`config.mk`:
```
export PLATFORM = sky130hd
export DESIGN_NAME = fsm_sync_multi
export DESIGN_NICKNAME = d
export VERILOG_FILES = /design/src/rtl/fsm_sync_pkg.sv /design/src/rtl/sync_chain.sv /design/src/rtl/fsm_sync_multi.sv
export SDC_FILE = /design/constraint.sdc
export NUM_CORES = 1
export LEC_CHECK = 0
export BUFFER_PORTS_ARGS = -buffer_cell sky130_fd_sc_hd__buf_2
export CAP_MARGIN = 0
export CELL_PAD_IN_SITES_DETAIL_PLACEMENT = 1
export CELL_PAD_IN_SITES_GLOBAL_PLACEMENT = 1
export CORE_ASPECT_RATIO = 1.75
export CORE_UTILIZATION = 50
export DETAILED_ROUTE_END_ITERATION = 8
export PLACE_DENSITY = 0.86
export SLEW_MARGIN = 15
export SYNTH_ARGS = -nofsm -noshare
export SYNTH_HDL_FRONTEND = slang
export SYNTH_SLANG_ARGS = --single-unit
```
`constraint.sdc`:
```
create_clock -name clk -period 6.6 [get_ports clk]
set_input_delay 0.33 -clock clk [delete_from_list [all_inputs] [get_ports clk]]
set_output_delay 0.33 -clock clk [all_outputs]
set_load 0.02 [all_outputs]
```
`src/rtl/fsm_sync_pkg.sv`:
```
// Shared definitions for the multi-channel RF-trigger / shift-enable FSM.
package fsm_sync_pkg;

  typedef enum logic {
    ST_IDLE   = 1'b0,
    ST_ACTIVE = 1'b1
  } ch_state_e;

  localparam int unsigned MIN_SYNC_STAGES = 2;
  localparam int unsigned TIMEOUT_DISABLE = 0;

endpackage

```
`src/rtl/sync_chain.sv`:
```
// N-stage single-bit synchroniser with synchronous active-high reset.
module sync_chain
  import fsm_sync_pkg::*;
#(
  parameter int unsigned STAGES = 2
) (
  input  logic clk,
  input  logic rst,
  input  logic d,
  output logic q
);

  // Depths below the metastability minimum are clamped up.
  localparam int unsigned DEPTH = (STAGES < MIN_SYNC_STAGES) ? MIN_SYNC_STAGES : STAGES;

  logic [DEPTH-1:0] ff;

  always_ff @(posedge clk) begin
    if (rst) ff <= '0;
    else     ff <= {ff[DEPTH-2:0], d};
  end

  assign q = ff[DEPTH-1];

endmodule

```
`src/rtl/fsm_sync_multi.sv`:
```
// Multi-channel RF-trigger / shift-enable FSM with per-channel timeout.
// Define FSM_SYNC_RFIN_SYNC_EN to also synchronise rfin before the FSM.
module fsm_sync_multi
  import fsm_sync_pkg::*;
#(
  parameter int unsigned NCH         = 4,
  parameter int unsigned SYNC_STAGES = 2,
  parameter int unsigned TIMEOUT_W   = 16
) (
  input  logic                 clk,
  input  logic                 rst,
  input  logic [NCH-1:0]       ch_en,
  input  logic [NCH-1:0]       rfin,
  input  logic [NCH-1:0]       sh_en,
  input  logic [TIMEOUT_W-1:0] timeout_cycles,
  input  logic [NCH-1:0]       err_clr,
  output logic [NCH-1:0]       state,
  output logic [NCH-1:0]       sh_en_sync,
  output logic [NCH-1:0]       done_pulse,
  output logic [NCH-1:0]       timeout_err
);

  for (genvar g = 0; g < NCH; g++) begin : g_ch
    logic                 sync_q;
    logic                 sh_prev;
    logic                 rfin_eff;
    logic                 fall;
    logic                 to_hit;
    logic                 done_q;
    logic                 err_q;
    logic [TIMEOUT_W-1:0] cnt;
    ch_state_e            st;

    sync_chain #(.STAGES(SYNC_STAGES)) u_sh_sync (
      .clk (clk),
      .rst (rst),
      .d   (sh_en[g]),
      .q   (sync_q)
    );

`ifdef FSM_SYNC_RFIN_SYNC_EN
    sync_chain #(.STAGES(SYNC_STAGES)) u_rf_sync (
      .clk (clk),
      .rst (rst),
      .d   (rfin[g]),
      .q   (rfin_eff)
    );
`else
    assign rfin_eff = rfin[g];
`endif

    assign fall = ~sync_q & sh_prev;

    // A saturated counter can no longer reach equality, so it also forces the exit.
    assign to_hit = (timeout_cycles != TIMEOUT_W'(TIMEOUT_DISABLE)) &&
                    ((cnt == timeout_cycles - TIMEOUT_W'(1)) || (&cnt));

    always_ff @(posedge clk) begin
      if (rst) begin
        st      <= ST_IDLE;
        cnt     <= '0;
        sh_prev <= 1'b0;
        done_q  <= 1'b0;
        err_q   <= 1'b0;
      end else begin
        sh_prev <= sync_q;
        done_q  <= 1'b0;
        if (err_clr[g]) err_q <= 1'b0;
        if (!ch_en[g]) begin
          st <= ST_IDLE;
        end else begin
          case (st)
            ST_IDLE: begin
              if (rfin_eff) begin
                st  <= ST_ACTIVE;
                cnt <= '0;
              end
            end
            ST_ACTIVE: begin
              if (fall) begin
                st     <= ST_IDLE;
                done_q <= 1'b1;
              end else if (to_hit) begin
                st    <= ST_IDLE;
                err_q <= 1'b1;
              end else if (~&cnt) begin
                cnt <= cnt + TIMEOUT_W'(1);
              end
            end
            default: st <= ST_IDLE;
          endcase
        end
      end
    end

    assign state[g]       = st;
    assign sh_en_sync[g]  = sync_q;
    assign done_pulse[g]  = done_q;
    assign timeout_err[g] = err_q;
  end

endmodule

```
==> flow_summary.toml, run 1 <==
[logic_synthesis]
synth_mux_area_share_pct = 0.515
synth_top_area_share_pct = 27.9
synth_top_family_by_area = "simple AND/OR/NAND/NOR gates"
synth_area_mm2 = 0.00632
synth.most_common_cell = "dfxtp_1"
synth_warnings = 0
syn-num-nets = 816
synthCells = 777
synth_compound_area_share_pct = 21.1
yosys-top-cells-count = "dfxtp_1, a21oi_1, nand2_1"
yosysTopAreaCell = "dfxtp_1"
synthArstFlopShare_pct = 0
synth_edf_count = 0
synth-adder-area-share_pct = 1.15
ys_types = 77
synth_area_leaders = "dfxtp_1, a21oi_1, xnor3_1, or3_1, xnor2_1"
ys_ff_latch = 88
synth_xor_area_share_pct = 11.6
syn_avg_cell_area_um2 = 8.14
yosysSeqAreaShare_pct = 27.9
ys.flop_type = "dfxtp_1"
synth_simple_gate_area_share_pct = 30.7

[worst_setup_path]
endpoint_kind = "flop"
path_class = "in2reg"
crit_path_cell_trace = "buf_2 -> inv_1 -> ha_1 -> or3b_2 -> nor2_1 -> mux2_2 -> o311ai_0 -> nor3_1 -> a21o_1 -> or4_1 -> a21oi_1"
path_buf_inv = 2
required_ps = 6880
cp_slowest_cell = "o311ai_0"
path_delay_family = "simple AND/OR/NAND/NOR gates"
worst_ep_arrival_time_ps = 4250
critPathLaunchType = "input port"
critPathMaxFanout = 18
slowest_delay_ps = 610

[clock_tree]
clkTransAtPathRegs_ps = 70
cts_resized = 0
cts.sinks = 88
ctsHtreeMaxLevel = 3
cts_buffer_depth = 2
cts_tree = "built"
numCtsBuffers = 9
root_buffer = "clkbuf_16"
holdBufCountCts = 0
clk-insertion-delay-late_ps = 350
cts_setup_buffers = 0

[global_route]
grt.overflow.total = 0
gr-usage-all-layers_pct = 33.5
grt_first_pass_wirelength_mm = 33.5
grt_pass1_vias = 6583
antenna_found_initial = 0
grt_max_degree = 39

[route]
routed_wire_length_per_instance_um = 21.9
vias = 6165
first_pass_iters = 5
wl_met3_um = 840
vias_per_cell = 6.52
m1WireLength_mm = 7.35
drt-total-wl_mm = 20.8
antenna_left = 0
drc = 0
wl_met2_mm = 11.0
drt_iter0_drc = 266
top_layer = "met4"

[placement]
dpl.hpwl_mm = 15.5
dpl_cell_area_mm2 = 0.00643
place_congestion = 0.938
portBuffers = 49
post-place-ws_ps = 2340

[pwr]
seqPwrFrac_pct = 45.3
leakage_nw = 2.39
power_frac_clock_pct = 42.8
ir_drop_mv = 0.112
p_sw_mw = 0.334
comb_power_share_pct = 11.9
switching_share_pct = 27.9
powerDensity_mw_per_mm2 = 178
p_int_mw = 0.863

[sta]
fin_worst_skew_ps = 13.6
holdWs_ps = 174
tightest_slew_ps = 1010
setup_ws_ps = 2620
max_freq_ghz = 0.251
period_share_pct = 60.3
fin_tns_setup_ps = 0
fin_crit_ps = 3980
slew_headroom_pct = 31.8
setup_viol = 0
maxSlewViolCount = 0
grt_setup_unrepaired = "false"
finalHoldViolations = 0

[die]
rows = 54
core_mm2 = 0.0124
initial_core_util_pct = 51.1
die_area_mm2 = 0.0131
die_h_um = 151
io_pins = 50
fp.dieW_um = 87.0

[layout]
stdcell_area_mm2 = 0.00674
syn_to_final_growth_pct = 6.61
layout-drive-gt1-share_pct = 12.2
fin_util_pct = 54.5
antenna_cells = 0
layout.nets = 812

[outcome]
outcome = "complete, no violations"

[worst_hold_path]
hold_class = "in2reg"

[flow_run]
maxCapViolCount = 0
cells in the final DEF, fill, tap and decap left out, types with 5 or more instances in the layout:
cell        n
buf_2      49
nand3b_1    6
xnor2_1    24
and4_1     11
nor2_1     36
nor4_1      8
or3_1      34
xor2_1     21
a21oi_1    64
o21ai_1    19
nor3_1     14
xnor3_1    14
a21oi_2     5
and3_1     19
o211ai_1   15
inv_1      26
o31ai_1    15
dfxtp_1    88
and2_1      8
o21ai_0    24
nand4_1    14
ha_1        5
nand2_1    49
nor2b_1    22
nand2b_1   12
clkbuf_16   9
or4_1      24
a21o_1     14
nand3_1    39
logic make-up after synthesis:
logic type,Yosys count
and+or+nand+nor,324
muxes,3
xor gates and xnor gates,60
DFF,88
buffers and inverters,92
adders and majority gates,6
AOI/OAI and AO/OA,204
worst register-to-register path, cell delays in order (launching register included):
cell and delay (ps):
dfxtp_1 460, maj3_1 410, nor2_1 90, a311oi_1 120, a2111o_1 430, or4_4 510, nor4_4 610, buf_6 260
or4_1 150, a21oi_2 50
layout make-up:
class	instances	area [µm²]
Clock buffer	10	239
Clock inverter	6	57.6
Fill cell	1560	5630
Inverter	26	97.6
Multi-Input combinational cell	597	4110
Sequential cell	88	1760
Tap cell	168	210
Timing Repair Buffer	51	264
flip-flops by register name, summed over array words and instances, names as in the netlist:
register and cells:
g_ch.sh_prev 4, g_ch.done_q 4, g_ch.u_sh_sync.ff 8, g_ch.cnt 64, g_ch.st 4, g_ch.err_q 4
routing by layer:
metal | up-vias | track usage, %
met3 | 91 | 6.47
met2 | 165 | 60.7
met5 | - | 0
li1 | 2857 | -
met4 | 0 | 25.0
met1 | 3052 | 32.9
metrics by stage:
| stage | std cells | power, mW |
|---|---|---|
| 3_3_place_gp | 929 | 0.688 |
| 5_1_grt | 946 | 1.24 |
| 4_1_cts | 945 | 1.20 |
| 3_5_place_dp | 929 | 0.694 |
| 2_1_floorplan | 777 | 0.655 |
| 6_report | 946 | 1.20 |
power by group through the flow:
| stage | combinational [mW] | sequential, mW | clock [mW] |
|---|---|---|---|
| after floorplan | 0.103 | 0.552 | 0 |
| after global placement | 0.134 | 0.554 | 0 |
| after detailed placement | 0.140 | 0.554 | 0 |
| after CTS | 0.141 | 0.542 | 0.520 |
| after global routing | 0.154 | 0.543 | 0.540 |
| final | 0.143 | 0.542 | 0.513 |
worst paths after layout:
| kind | from | end | slack, ps | depth (start not counted) |
|---|---|---|---|---|
| hold reg to reg | g_ch[2].u_sh_sync.ff[0]$_SDFF_PP0_ | g_ch[2].u_sh_sync.ff[1]$_SDFF_PP0_ | 450 | 1 |
| setup reg to reg | g_ch[0].cnt[4]$_SDFFE_PP0P_ | g_ch[0].cnt[11]$_SDFFE_PP0P_ | 3360 | 9 |
| hold / removal | err_clr[3] | g_ch[3].err_q$_SDFF_PP0_ | 170 | 2 |
| setup / recovery | timeout_cycles[0] | g_ch[2].cnt[13]$_SDFFE_PP0P_ | 2620 | 11 |
Power figures use the tool's default switching activity.
==> run 2, diff against run 1 <==
--- a/config.mk
+++ b/config.mk
@@ -5,14 +5,15 @@
 export SDC_FILE = /design/constraint.sdc
 export NUM_CORES = 1
 export LEC_CHECK = 0
+export ABC_AREA = 1
 export BUFFER_PORTS_ARGS = -buffer_cell sky130_fd_sc_hd__buf_2
 export CAP_MARGIN = 0
 export CELL_PAD_IN_SITES_DETAIL_PLACEMENT = 1
 export CELL_PAD_IN_SITES_GLOBAL_PLACEMENT = 1
 export CORE_ASPECT_RATIO = 1.75
-export CORE_UTILIZATION = 50
+export CORE_UTILIZATION = 39
 export DETAILED_ROUTE_END_ITERATION = 8
-export PLACE_DENSITY = 0.86
+export PLACE_DENSITY = 0.77
 export SLEW_MARGIN = 15
 export SYNTH_ARGS = -nofsm -noshare
 export SYNTH_HDL_FRONTEND = slang
==> constraint.sdc (replaced) <==
create_clock -name clk -period 3.3 [get_ports clk]
set_input_delay 0.165 -clock clk [delete_from_list [all_inputs] [get_ports clk]]
set_output_delay 0.165 -clock clk [all_outputs]
set_load 0.02 [all_outputs]
==> flow_summary.toml, run 2 <==
[die]
rows = 65
io_pins = 50
core_mm2 = 0.0181
initial_core_util_pct = 40.2
die_area_mm2 = 0.0193
fp.dieW_um = 105
die_h_um = 183

[sta]
finalHoldViolations = 0
tightest_slew_ps = 627
setup_viol = 0
fin_tns_setup_ps = 0
setup_ws_ps = 614
fin_crit_ps = 2690
slew_headroom_pct = 57.8
fin_worst_skew_ps = 8.88
max_freq_ghz = 0.372
maxSlewViolCount = 0
period_share_pct = 81.4
grt_setup_unrepaired = "false"

[worst_setup_path]
critPathLaunchType = "input port"
cp_slowest_cell = "ha_1"
startpoint = "timeout_cycles[0]"
path_class = "in2reg"
required_ps = 3540
slowest_delay_ps = 370
critPathMaxFanout = 16
crit_path_cell_trace = "buf_2 -> inv_1 -> ha_1 -> nand2_4 -> nor2_4 -> nand2_1 -> nand2_1 -> nand2_1 -> nand2_1 -> nand2_1 -> nor2_1 -> nand2_1 -> nor2_1 -> nand2_1 -> nand2_1 -> nand2_1 -> nand2_1 -> nand2_2 -> nand3_1 -> a21oi_1"
endpoint_kind = "flop"
cpMostUsedCell = "nand2_1"
worst_ep_arrival_time_ps = 2930
timing.rr.start = "g_ch[0].cnt[0]$_SDFFE_PP0P_"

[pwr]
powerDensity_mw_per_mm2 = 328
p_total_mw = 2.61
ir_drop_mv = 0.203
leakage_nw = 3.18

[route]
drc = 0
first_pass_iters = 5
routed_wire_length_per_instance_um = 19.1
antenna_left = 0
vias_per_cell = 5.57
vias = 8454
drt_iter0_drc = 315
drt-total-wl_mm = 29.0

[global_route]
grt_use_met2_pct = 58.2
grt.overflow.total = 0
grt_first_pass_wirelength_mm = 46.7
grtUsageMet1_pct = 32.0
busiest_layer = "met2"
antenna_found_initial = 0
grt_max_degree = 34
grt_pass1_vias = 8828
gr-usage-all-layers_pct = 31.8
grtUsageMet3_pct = 3.98

[logic_synthesis]
synth_warnings = 0
synthArstFlopShare_pct = 0
synth.most_common_cell = "nand2_1"
yosysTopAreaCell = "dfxtp_1"
yosysSeqAreaShare_pct = 24.1
synth_edf_count = 0
ys.flop_type = "dfxtp_1"
yosys-top-cells-count = "nand2_1, nand3_1, nor2_1"
synth_area_leaders = "dfxtp_1, nand2_1, nand3_1, nor2_1, inv_1"
ys_types = 35
synth_area_mm2 = 0.00730
synthCells = 1258
synth_top_area_share_pct = 24.1
ys_ff_latch = 88
syn_avg_cell_area_um2 = 5.80
syn-num-nets = 1297

[worst_hold_path]
hold_class = "in2reg"
min_from = "err_clr[1]"

[flow_run]
maxCapViolCount = 0

[clock_tree]
cts_resized = 0
root_buffer = "clkbuf_16"
clkTransAtPathRegs_ps = 60
cts_tree = "built"
cts_buffer_depth = 2
numCtsBuffers = 9
clk-insertion-delay-late_ps = 370
ctsHtreeMaxLevel = 3
cts.sinks = 88

[layout]
final_common_cell = "nand2_1"
layout-drive-gt1-share_pct = 9.90
antenna_cells = 0
largest_reg_flops = 64
syn_to_final_growth_pct = 9.08
seq_area_mm2 = 0.00176
layout.nets = 1319
reg.largest.list = "g_ch.cnt: 64 flops, g_ch.u_sh_sync.ff: 8 flops"
fin_util_pct = 43.9
layout_common_cells = "nand2_1, nand3_1, nor2_1, inv_1, dfxtp_1"
largest_register = "g_ch.cnt"
fillCellCount = 2553
multiInputGateArea_mm2 = 0.00469

[placement]
dpl.hpwl_mm = 22.7
place_congestion = 0.991
post-place-ws_ps = 265
portBuffers = 49

[outcome]
outcome = "complete, no violations"
-- run 2: changes by cell type after synthesis, moves of 23 or more --
cell | previous run | this run
nand2_1 | 49 | 355
nand3_1 | 39 | 199
nor2_1 | 36 | 176
inv_1 | 26 | 140
or3_1 | 34 | 0
xor2_1 | 21 | 47
or4_1 | 24 | 0
nand2_2 | 0 | 23
xnor2_1 | 24 | 1
-- run 2: cells by family (layout without fill, tap and decap cells) --
logic type	after synthesis	after routing	share of synthesized area, %
buf+inv	197	222	11.6
xor+xnor	48	48	5.76
compound gates	76	76	5.78
flops	88	88	24.1
fa+ha+maj	5	5	0.857
simple gates	844	844	51.9
-- run 2: cell type report --
| cell class | instances | area share, % |
|---|---|---|
| Multi-Input combinational cell | 973 | 58.9 |
| Sequential cell | 88 | 22.1 |
| Inverter | 144 | 6.79 |
| Timing Repair Buffer | 64 | 4.62 |
| Tap cell | 234 | 3.68 |
| Clock buffer | 9 | 2.83 |
| Clock inverter | 5 | 1.02 |
-- run 2: stage by stage --
stage,std cells,instance area [µm²],hold WS (ps)
2_1_floorplan,1258,7300,272
3_3_place_gp,1499,7620,362
3_5_place_dp,1499,7620,377
4_1_cts,1517,7960,32.2
5_1_grt,1517,7960,50.6
6_report,1517,7960,38.5
-- run 2: what timing repair did --
item | 4_1_cts | 5_1_grt
hold endpoints to repair | 4 | 0
hold buffers | 4 | 0
setup buffers | 0 | 0
-- run 2: power breakdown --
| group | switching [mW] | internal [mW] |
|---|---|---|
| registers | 0.0146 | 1.07 |
| clock network | 0.465 | 0.656 |
| logic | 0.296 | 0.102 |
-- run 2: path summary, 6_finish.rpt --
| kind | to | slack (ps) | cells past startpoint |
|---|---|---|---|
| worst max-delay path | g_ch[2].cnt[2]$_SDFFE_PP0P_ | 610 | 20 |
| worst min-delay path | g_ch[1].err_q$_SDFF_PP0_ | 40 | 4 |
| worst max register to register | g_ch[0].cnt[1]$_SDFFE_PP0P_ | 630 | 14 |
| worst min register to register | g_ch[0].u_sh_sync.ff[1]$_SDFF_PP0_ | 410 | 2 |
-- run 2: metal layers --
layer | up-vias | routed length, µm
li1 | 4050 | -
met1 | 4096 | 10900
met2 | 194 | 14900
met3 | 114 | 928
met4 | 0 | 2330
met5 | - | 0
-- run 2: critical path: cells and delay by family --
kind | cells | cell delay, ps
fa+ha+maj | 1 | 370
compound gates | 1 | 80
buf+inv | 2 | 230
simple gates | 16 | 2060
